File: config.mk
export PLATFORM = sky130hd
export DESIGN_NAME = spi_dac_sequencer
export DESIGN_NICKNAME = d
export VERILOG_FILES = /design/src/rtl/spi_dac_sequencer.sv
export SDC_FILE = /design/constraint.sdc
export NUM_CORES = 1
export LEC_CHECK = 0
export CAP_MARGIN = 25
export CORE_AREA = 5 5 77 94
export DETAILED_ROUTE_END_ITERATION = 12
export DIE_AREA = 0 0 82 99
export GPL_TIMING_DRIVEN = 0
export PLACE_DENSITY = 0.55
export SYNTH_ARGS = -nofsm -noshare
export SYNTH_HDL_FRONTEND = slang
export SYNTH_SLANG_ARGS = --single-unit
File: constraint.sdc
create_clock -name clk -period 2.2 [get_ports clk]
set_clock_uncertainty 0.2 [all_clocks]
set_input_delay 0.44 -clock clk [delete_from_list [all_inputs] [get_ports clk]]
set_output_delay 0.44 -clock clk [all_outputs]
set_load 0.02 [all_outputs]
File: src/rtl/spi_dac_sequencer.sv
// SPI write engine for multi-channel serial reference DACs: snapshots all channel
// levels, shifts one framed word per channel, then pulses a shared load strobe.
module spi_dac_sequencer #(
  parameter int NUM_CH   = 2,
  parameter int DATA_W   = 8,
  parameter int FRAME_W  = 16,
  parameter int DATA_LSB = 4,
  parameter int CLK_DIV  = 2,
  parameter int CS_GAP   = 2,
  parameter bit GAIN_X1  = 1'b0,
  localparam int CH_W    = (NUM_CH > 1) ? $clog2(NUM_CH) : 1
) (
  input  logic                     clk,
  input  logic                     reset,
  input  logic                     update,
  input  logic                     auto_en,
  input  logic [NUM_CH*DATA_W-1:0] levels,
  output logic                     sclk,
  output logic                     cs_n,
  output logic                     mosi,
  output logic                     ldac_n,
  output logic                     busy,
  output logic                     done,
  output logic [CH_W-1:0]          cur_ch
);

  localparam int DIV_W = (CLK_DIV > 1) ? $clog2(CLK_DIV) : 1;
  localparam int BIT_W = $clog2(FRAME_W + 1);
  localparam int GAP_W = (CS_GAP > 1) ? $clog2(CS_GAP) : 1;

  localparam logic [DIV_W-1:0] DIV_LAST = DIV_W'(CLK_DIV - 1);
  localparam logic [BIT_W-1:0] BIT_LAST = BIT_W'(FRAME_W);
  localparam logic [GAP_W-1:0] GAP_LAST = GAP_W'((CS_GAP > 1) ? CS_GAP - 2 : 0);
  localparam logic [CH_W-1:0]  LAST_CH  = CH_W'(NUM_CH - 1);

  if (NUM_CH < 1 || NUM_CH > 8) begin : g_bad_num_ch
    $error("spi_dac_sequencer: NUM_CH must be 1..8");
  end
  if (CLK_DIV < 1 || CS_GAP < 1) begin : g_bad_timing
    $error("spi_dac_sequencer: CLK_DIV and CS_GAP must be at least 1");
  end
  if (CH_W + 3 + DATA_LSB + DATA_W > FRAME_W) begin : g_bad_frame
    $error("spi_dac_sequencer: channel, header and data fields do not fit in FRAME_W");
  end

  typedef enum logic [2:0] {
    IDLE,
    LOAD,
    SHIFT,
    GAP,
    LATCH
  } state_t;

  state_t                     state_q, state_d;
  logic [NUM_CH*DATA_W-1:0]   snap_q, snap_d;
  logic [FRAME_W-2:0]         shreg_q, shreg_d;
  logic [DIV_W-1:0]           div_q, div_d;
  logic [BIT_W-1:0]           bit_q, bit_d;
  logic [GAP_W-1:0]           gap_q, gap_d;
  logic [CH_W-1:0]            ch_q, ch_d;
  logic                       sclk_q, sclk_d;
  logic                       cs_n_q, cs_n_d;
  logic                       mosi_q, mosi_d;
  logic                       ldac_n_q, ldac_n_d;
  logic                       busy_q, busy_d;
  logic                       done_q, done_d;
  logic                       frame_end;
  logic [FRAME_W-1:0]         frame;

  // Frame word for the channel currently selected, built from the snapshot.
  always_comb begin
    frame = '0;
    frame[FRAME_W-1 -: CH_W]     = ch_q;
    frame[FRAME_W-CH_W-2]        = GAIN_X1;
    frame[FRAME_W-CH_W-3]        = 1'b1;
    frame[DATA_LSB +: DATA_W]    = snap_q[ch_q*DATA_W +: DATA_W];
  end

  // NOTE: every signal driven here gets a default first, so no path can infer a latch.
  always_comb begin
    state_d   = state_q;
    snap_d    = snap_q;
    shreg_d   = shreg_q;
    div_d     = div_q;
    bit_d     = bit_q;
    gap_d     = gap_q;
    ch_d      = ch_q;
    sclk_d    = sclk_q;
    cs_n_d    = cs_n_q;
    mosi_d    = mosi_q;
    ldac_n_d  = ldac_n_q;
    busy_d    = busy_q;
    done_d    = 1'b0;
    frame_end = 1'b0;

    unique case (state_q)
      IDLE: begin
        if (update || auto_en) begin
          snap_d  = levels;
          ch_d    = '0;
          busy_d  = 1'b1;
          state_d = LOAD;
        end
      end

      LOAD: begin
        shreg_d = frame[FRAME_W-2:0];
        mosi_d  = frame[FRAME_W-1];
        cs_n_d  = 1'b0;
        sclk_d  = 1'b0;
        div_d   = '0;
        bit_d   = '0;
        state_d = SHIFT;
      end

      SHIFT: begin
        if (div_q == DIV_LAST) begin
          div_d = '0;
          if (!sclk_q) begin
            sclk_d = 1'b1;
            bit_d  = bit_q + BIT_W'(1);
          end else begin
            sclk_d = 1'b0;
            if (bit_q == BIT_LAST) begin
              cs_n_d = 1'b1;
              mosi_d = 1'b0;
              gap_d  = '0;
              // A single-cycle gap is covered by the LOAD cycle alone.
              if (CS_GAP > 1) state_d = GAP;
              else            frame_end = 1'b1;
            end else begin
              mosi_d  = shreg_q[FRAME_W-2];
              shreg_d = {shreg_q[FRAME_W-3:0], 1'b0};
            end
          end
        end else begin
          div_d = div_q + DIV_W'(1);
        end
      end

      GAP: begin
        if (gap_q == GAP_LAST) frame_end = 1'b1;
        else                   gap_d = gap_q + GAP_W'(1);
      end

      LATCH: begin
        if (ldac_n_q) begin
          ldac_n_d = 1'b0;
          div_d    = '0;
        end else if (div_q == DIV_LAST) begin
          ldac_n_d = 1'b1;
          done_d   = 1'b1;
          busy_d   = 1'b0;
          ch_d     = '0;
          state_d  = IDLE;
        end else begin
          div_d = div_q + DIV_W'(1);
        end
      end

      default: state_d = IDLE;
    endcase

    if (frame_end) begin
      if (ch_q != LAST_CH) begin
        ch_d    = ch_q + CH_W'(1);
        state_d = LOAD;
      end else begin
        state_d = LATCH;
      end
    end
  end

  always_ff @(posedge clk or posedge reset) begin
    if (reset) begin
      state_q  <= IDLE;
      snap_q   <= '0;
      shreg_q  <= '0;
      div_q    <= '0;
      bit_q    <= '0;
      gap_q    <= '0;
      ch_q     <= '0;
      sclk_q   <= 1'b0;
      cs_n_q   <= 1'b1;
      mosi_q   <= 1'b0;
      ldac_n_q <= 1'b1;
      busy_q   <= 1'b0;
      done_q   <= 1'b0;
    end else begin
      state_q  <= state_d;
      snap_q   <= snap_d;
      shreg_q  <= shreg_d;
      div_q    <= div_d;
      bit_q    <= bit_d;
      gap_q    <= gap_d;
      ch_q     <= ch_d;
      sclk_q   <= sclk_d;
      cs_n_q   <= cs_n_d;
      mosi_q   <= mosi_d;
      ldac_n_q <= ldac_n_d;
      busy_q   <= busy_d;
      done_q   <= done_d;
    end
  end

  assign sclk   = sclk_q;
  assign cs_n   = cs_n_q;
  assign mosi   = mosi_q;
  assign ldac_n = ldac_n_q;
  assign busy   = busy_q;
  assign done   = done_q;
  assign cur_ch = ch_q;

endmodule
==> impl_metrics.tcl, run 1 <==
set metrics [dict create \
    status "complete, no violations" \
    synth_flop_cell "dfrtp_1" \
    maxSlewHeadroom_pct 53.8 \
    die_h_um 99 \
    grt_max_degree 42 \
    place_area_mm2 0.00250 \
    cts_root_buf "clkbuf_8" \
    area_delta_synth_final_pct 24.8 \
    diodes 0 \
    cts_made_buffers 5 \
    cell_internal_pwr_w 0.00133 \
    async_flop_share_pct 100 \
    ff2ff_path_depth 3 \
    timing.fmax_mhz 476 \
    yosys_warnings 0 \
    r2r_end "snap_q[14]" \
    ir_drop_mv 0.358 \
    vias 1540 \
    critical_path.endpoint_type "flip-flop" \
    regToRegStartpoint "state_q[2]" \
    multi_input_area_um2 942 \
    cts_sinks 43 \
    yosysUniqueCellTypes 41 \
    hold_violations 0 \
    syn_nets 205 \
    nets 239 \
    grt_pass1_vias 1603 \
    power_frac_clock_pct 44.1 \
    hp-class "in -> async" \
    powerDensity_mw_per_mm2 626 \
    die_area_mm2 0.00812 \
    postSynthCellCount 183 \
    slowest_delay_ns 0.52 \
    cts_tree "built" \
    nFillCells 629 \
    fp.dieW_um 82 \
    worst_pin_slew_ns 0.688 \
    power_frac_comb_pct 6.2 \
    fin_crit_sh_pct 95.4 \
    drtPass1Iterations 4 \
    met3_length_um 179 \
    critical_path.startpoint "auto_en" \
    critPathKind "in -> reg" \
    p_sw_share_pct 19.8 \
    htree_num_levels 2 \
    finalInstanceArea_mm2 0.00264 \
    finalCriticalPeriod_ns 2.10 \
    switchingPower_w 0.000328 \
    wl_per_cell_um 14.8 \
    start_util_pct 33.9 \
    synth-seq-area-share_pct 51.0 \
    cts_setup_buffers 0 \
    gp_routability_congestion 0.708 \
    drt_iter0_drc 111 \
    ioPinCount 27 \
    top_layer "met4" \
    wirelength_mm 4.47 \
    seq_power_share_pct 49.7 \
    core_area_mm2 0.00625 \
    placementRows 32 \
    required_ns 2.17 \
    mostFrequentLayoutCell "dfrtp_1" \
    rrSetupSlack_ns 0.13 \
    syn_area_mm2 0.00212 \
    seqCellArea_mm2 0.00108 \
    ant_nets 0 \
    cpMaxStageDelayCell "nor4_4" \
    met2WireLength_mm 2.15 \
    drcViolationCount 0 \
    start_kind "primary input" \
    ys_ff_latch 43 \
    insertion_delay_ns 0.30 \
    drv_cap 0 \
    synth_edf_count 0 \
    slew_violations 0 \
    arrival_ns 2.07 \
    globalRouteOverflowTotal 0 \
    dp_hpwl_mm 3.11 \
    io_buffers 26 \
    antenna_found_initial 0 \
    most-common-layout-cells "dfrtp_1 (41), clkdlybuf4s50_1 (26), nor2_1 (12), mux2_2 (11), mux2i_1 (11)" \
    path_cells "clkdlybuf4s50_1 > nor2_1 > nor4_4 > buf_6 > mux2_1" \
    avgSynthCellArea_um2 11.6 \
    vias_per_cell 5.08 \
    crit_path_max_fanout 10 \
    met1_length_mm 2.06 \
    cts_max_path_buffers 2 \
    grt_usage_pct 11.9 \
    p_leak_nw 1.11 \
    clk_pin_slew_ns 0.08 \
    setup_violations 0 \
    rsz0062_at_grt "false" \
    drive_above_1_share_pct 16.5 \
    final_core_util_pct 42.3 \
    grt_pass1_wl_mm 7.53 \
]
synthesized netlist by cell type (5+ instances only):
| library cell | number | area share [%] |
|---|---|---|
| dfrtp_1 | 41 | 48 |
| nor2_1 | 12 | 2.1 |
| mux2_2 | 11 | 5.9 |
| mux2i_1 | 11 | 5.2 |
| nand2_1 | 10 | 1.8 |
| a221o_1 | 8 | 3.8 |
| mux2_1 | 8 | 4.3 |
| o21ai_0 | 8 | 1.9 |
| inv_1 | 7 | 1.2 |
| a21oi_1 | 6 | 1.4 |
| buf_2 | 5 | 1.2 |
| nand2b_1 | 5 | 1.5 |
power groups by stage:
stage	clock network, W	registers (W)	logic, W
final	0.000729	0.000821	0.000103
after detailed placement	0	0.000838	0.000105
after global routing	0.000781	0.000824	0.000114
after floorplan	0	0.000837	0.0000481
after global placement	0	0.000837	0.000100
after CTS	0.000748	0.000822	0.000106
critical path: cells and delay by family:
family,cells,cell delay [ns]
multiplexers,1,0.32
AND/OR/NAND/NOR,2,0.60
buffers and inverters,2,0.70
state kept, by name, indices dropped and copies added, names as in the netlist, 3 cells and up:
register  cells
snap_q       16
shreg_q      11
bit_q         5
state_q       3
cell families (layout without fill, tap and decap cells):
group / after synthesis / after routing / share of synthesized area, %
compound gates: 38 / 38 / 13.2
simple gates: 51 / 51 / 14.5
mux: 30 / 30 / 15.3
buf+inv: 19 / 54 / 4.73
flops: 43 / 43 / 51.0
fa+ha+maj: 2 / 2 / 1.18
how the worst max path moves through the flow:
stage                             end  slack, ns  depth (start not counted)
final                      snap_q[14]       0.10                          5
after detailed placement   snap_q[14]      -0.25                          5
after global routing        snap_q[1]       0.01                          5
after CTS                  shreg_q[9]       0.04                          6
after global placement      snap_q[8]      -0.41                          2
after floorplan           shreg_q[10]       0.32                          6
layer usage:
metal | up-vias | GRT usage [%]
met4 | 0 | 4.60
met2 | 32 | 18.9
met3 | 6 | 2.47
met1 | 766 | 15.7
li1 | 736 | -
met5 | - | 0
through the flow:
stage	instances	hold WS (ns)	total power [W]	setup WS (ns)	setup TNS [ns]
after global routing	303	0.117	0.00172	0.0109	0
final	303	0.129	0.00165	0.100	0
after detailed placement	295	0.270	0.000943	-0.248	-2.44
after CTS	303	0.123	0.00168	0.0434	0
after floorplan	183	0.257	0.000885	0.323	0
after global placement	294	0.268	0.000937	-0.408	-18.97
repair_timing:
item / 4_1_cts / 5_1_grt
hold buffers: 0 / 0
endpoints found under the setup margin: 0 / 6
gates resized for setup: 0 / 1
endpoints found under the hold margin: 0 / 0
final cells by class:
cell class / instances / area share (%)
Clock buffer: 6 / 2.75
Sequential cell: 43 / 40.9
Buffer: 12 / 2.80
Tap cell: 85 / 4.03
Inverter: 7 / 0.995
Multi-Input combinational cell: 121 / 35.7
Timing Repair Buffer: 27 / 10.6
Clock inverter: 2 / 2.27
(Power assumes the default switching activity.)
==> run 2, diff against run 1 <==
CELL_PAD_IN_SITES_DETAIL_PLACEMENT = 1   (was unset)
CELL_PAD_IN_SITES_GLOBAL_PLACEMENT = 1   (was unset)
PLACE_DENSITY = 0.65   (was 0.55)
==> impl_metrics.tcl, run 2 (synthesis gave the netlist of run 1 again) <==
set metrics [dict create \
    cts_made_buffers 5 \
    largestRegisters "snap_q: 16 flops, shreg_q: 11 flops, bit_q: 5 flops" \
    worst_pin_slew_ns 0.657 \
    cpMaxStageDelayCell "dfrtp_1" \
    cts_sinks 43 \
    insertion_delay_ns 0.30 \
    grt_usage_pct 12.8 \
    cp_top_family "simple AND/OR/NAND/NOR gates" \
    drt_iter0_drc 83 \
    start_kind "flip-flop" \
    vias 1544 \
    critPathKind "reg -> reg" \
    grt_max_degree 34 \
    path_cells "inv_1 > ha_1 > nand4bb_2 > and3_1 > buf_6 > a221o_1" \
    core_area_mm2 0.00625 \
    crit_buf_inv 2 \
    p_leak_nw 1.09 \
    drtPass1Iterations 4 \
    maxSlewHeadroom_pct 55.9 \
    holdWs_ns 0.183 \
    top_register "snap_q" \
    mostFrequentLayoutCell "dfrtp_1" \
    preCtsSetupSlack_ns -0.232 \
    gp_routability_congestion 0.731 \
    fp.dieW_um 82 \
    grt_pass1_wl_mm 8.07 \
    vias_per_cell 5.10 \
    cts-resized-gates 0 \
    grt_pass1_vias 1715 \
    final_core_util_pct 41.5 \
    fin_crit_sh_pct 95.4 \
    globalRouteOverflowTotal 0 \
    arrival_ns 2.08 \
    diodes 0 \
    clk_pin_slew_ns 0.09 \
    wl_per_cell_um 15.3 \
    die_h_um 99 \
    setup_violations 0 \
    dp_hpwl_mm 3.30 \
    ant_nets 0 \
    most-common-layout-cells "dfrtp_1 (41), clkdlybuf4s50_1 (26), nor2_1 (12), mux2_2 (11), mux2i_1 (11)" \
    io_buffers 26 \
    ioPinCount 27 \
    hold_violations 0 \
    cts_setup_buffers 0 \
    status "complete, no violations" \
    placementRows 32 \
    holdBufCountCts 0 \
    wirelength_mm 4.65 \
    area_delta_synth_final_pct 22.5 \
    powerDensity_mw_per_mm2 551 \
    hp-class "in -> async" \
    htree_num_levels 2 \
    antenna_found_initial 0 \
    critical_path.endpoint_type "flip-flop" \
    crit_path_max_fanout 10 \
    nFillCells 734 \
    cts_tree "built" \
    die_area_mm2 0.00812 \
    start_util_pct 33.9 \
    final_cell_count_no_fill 303 \
    required_ns 2.18 \
    cts_max_path_buffers 2 \
    finalCriticalPeriod_ns 2.10 \
    largest_reg_flops 16 \
    timing.fmax_mhz 476 \
    drive_above_1_share_pct 16.5 \
    cts_root_buf "clkbuf_8" \
    ir_drop_mv 0.321 \
    drv_cap 0 \
    slowest_delay_ns 0.40 \
    place_inst 295 \
    drcViolationCount 0 \
    layout_setup_ws_ns 0.100 \
    slew_violations 0 \
    nets 239 \
    rsz0062_at_grt "false" \
]
[run 2: path summary, 6_finish.rpt]
path                               to  depth (start not counted)      from  slack (ns)
max in group asynchronous      ldac_n                          3     reset        1.09
max                        shreg_q[9]                          6  bit_q[0]        0.10
min in group clk                 busy                          1      busy        0.28
max reg2reg                shreg_q[9]                          6  bit_q[0]        0.10
min reg2reg                      busy                          1      busy        0.28
min                        snap_q[10]                          2     reset        0.18
[run 2: worst reg2reg max path: stages, from the launching register on]
cell and delay, ns:
dfrtp_1 0.40, inv_1 0.15, ha_1 0.21, nand4bb_2 0.24
and3_1 0.29, buf_6 0.15, a221o_1 0.34
[run 2: final cells by class]
type	count	area [um^2]	share of cell area (%)
Buffer	12	73.8	2.85
Tap cell	85	106	4.10
Sequential cell	43	1080	41.6
Clock buffer	6	72.6	2.80
Multi-Input combinational cell	121	942	36.3
Clock inverter	2	12.5	0.483
Inverter	7	26.3	1.01
Timing Repair Buffer	27	280	10.8
[run 2: where the power goes]
group          switching (W)  total, W  internal [W]
sequential        0.00000993  0.000821      0.000811
clock               0.000283  0.000506      0.000222
combinational      0.0000423  0.000103     0.0000602
total               0.000336   0.00143       0.00109
[run 2: routing by layer]
layer / vias to the layer above / part of all wire [%] / global-route usage (%)
met5: - / 0 / 0
met3: 5 / 3.0 / 2.19
li1: 730 / - / -
met4: 0 / 1.7 / 5.37
met1: 788 / 45 / 16.6
met2: 21 / 50 / 20.7
[run 2: stage by stage]
step	instance area [um^2]	power, W	TNS (ns)
after global placement	2480	0.000937	-21.28
after floorplan	2120	0.000885	0
after CTS	2590	0.00146	0
final	2590	0.00143	0
after detailed placement	2500	0.000943	-2.09
after global routing	2590	0.00150	0
==> run 3, diff against run 2 <==
CORE_AREA = 5 5 83 100   (was 5 5 77 94)
DIE_AREA = 0 0 88 105   (was 0 0 82 99)
PLACE_DENSITY = 0.58   (was 0.65)
==> impl_metrics.tcl, run 3 (synthesis gave the netlist of run 1 again) <==
set metrics [dict create \
    die_h_um 105 \
    worst_pin_slew_ns 0.458 \
    globalRouteOverflowTotal 0 \
    nets 245 \
    rsz0062_at_grt "false" \
    setup_violations 0 \
    fin_crit_sh_pct 95.8 \
    slew_violations 0 \
    cts_tree "built" \
    core_area_mm2 0.00719 \
    antenna_found_initial 0 \
    ir_drop_mv 0.320 \
    power_w 0.00160 \
    largest_reg_flops 16 \
    wirelength_mm 5.04 \
    htree_num_levels 2 \
    p_leak_nw 1.15 \
    fp.dieW_um 88 \
    cts_sinks 43 \
    area_delta_synth_final_pct 26.7 \
    grt_pass1_wl_mm 8.54 \
    ant_nets 0 \
    drive_above_1_share_pct 19.6 \
    mostFrequentLayoutCell "dfrtp_1" \
    status "complete, no violations" \
    place_inst 300 \
    critical_path.endpoint_type "flip-flop" \
    grt_max_degree 29 \
    placementRows 34 \
    holdBufCountCts 0 \
    gp_routability_congestion 0.742 \
    cts_made_buffers 5 \
    io_buffers 26 \
    dp_hpwl_mm 3.50 \
    ff2ff_path_depth 6 \
    critical_path.startpoint "bit_q[0]" \
    drtPass1Iterations 4 \
    hp-class "in -> async" \
    insertion_delay_ns 0.30 \
    holdWs_ns 0.231 \
    cts_max_path_buffers 2 \
    drt_iter0_drc 71 \
    cts_root_buf "clkbuf_8" \
    regToRegStartpoint "bit_q[0]" \
    vias 1558 \
    die_area_mm2 0.00924 \
    wl_per_cell_um 16.1 \
    top_register "snap_q" \
    hold_violations 0 \
    arrival_ns 2.10 \
    grt_pass1_vias 1679 \
    powerDensity_mw_per_mm2 596 \
    most-common-layout-cells "dfrtp_1 (41), clkdlybuf4s50_1 (26), nor2_1 (12), mux2_2 (11), mux2i_1 (11)" \
    drcViolationCount 0 \
    critPathKind "reg -> reg" \
    diodes 0 \
    timing.fmax_mhz 474 \
    start_kind "flip-flop" \
    clk_pin_slew_ns 0.10 \
    largestRegisters "snap_q: 16 flops, shreg_q: 11 flops, bit_q: 5 flops" \
    vias_per_cell 4.96 \
    grt_usage_pct 11.7 \
    ioPinCount 27 \
    final_cell_count_no_fill 314 \
    drv_cap 0 \
    required_ns 2.19 \
    nFillCells 793 \
    start_util_pct 29.4 \
    crit_path_max_fanout 10 \
    finalCriticalPeriod_ns 2.11 \
    maxSlewHeadroom_pct 69.4 \
]
-- run 3: metrics by stage --
step	utilization (%)	setup slack, ns	cell area, um^2	TNS (ns)
after floorplan	-	0.323	2120	0
after global placement	34.6	-0.503	2490	-23.02
after detailed placement	34.9	-0.281	2510	-2.81
after CTS	36.6	0.000660	2630	0
after global routing	37.3	0.0173	2680	0
final	37.3	0.0924	2680	0
-- run 3: worst paths after layout --
path	to	slack [ns]
setup reg to reg	shreg_q[6]	0.09
max in group asynchronous	ldac_n	1.00
setup / recovery	shreg_q[6]	0.09
hold reg to reg	busy	0.28
min in group clk	busy	0.28
hold / removal	snap_q[10]	0.23
-- run 3: repair_timing --
item                       CTS  global route
buffers inserted             0             6
setup endpoints to repair    0            13
resized for setup            0             3
-- run 3: power by group --
group	internal (W)	switching, W
combinational	0.0000604	0.0000429
sequential	0.000811	0.0000108
clock	0.000374	0.000298
total	0.00125	0.000351
-- run 3: critical path, cell delays in order, from the launching register on --
cell,delay [ns]
dfrtp_1,0.40
inv_1,0.15
ha_1,0.22
nand4bb_2,0.24
and3_1,0.29
buf_6,0.15
a221o_1,0.35
-- run 3: area by class of cell --
class / count / area, um^2 / area share, %
well taps: 90 / 113 / 4.20
inverters: 7 / 26.3 / 0.980
clock inverters: 2 / 38.8 / 1.45
plain buffers: 12 / 75.1 / 2.80
multi-input cells: 121 / 942 / 35.1
flip-flops and latches: 43 / 1080 / 40.2
clock buffers: 6 / 82.6 / 3.08
repair buffers: 33 / 325 / 12.1
-- run 3: layer usage --
metal  up-vias  GRT usage, %  routed length [um]
li1        740             -                   -
met1       792          15.5                2280
met2        19          19.0                2550
met3         7          2.05                 123
met4         0          4.28                  87
met5         -             0                   0
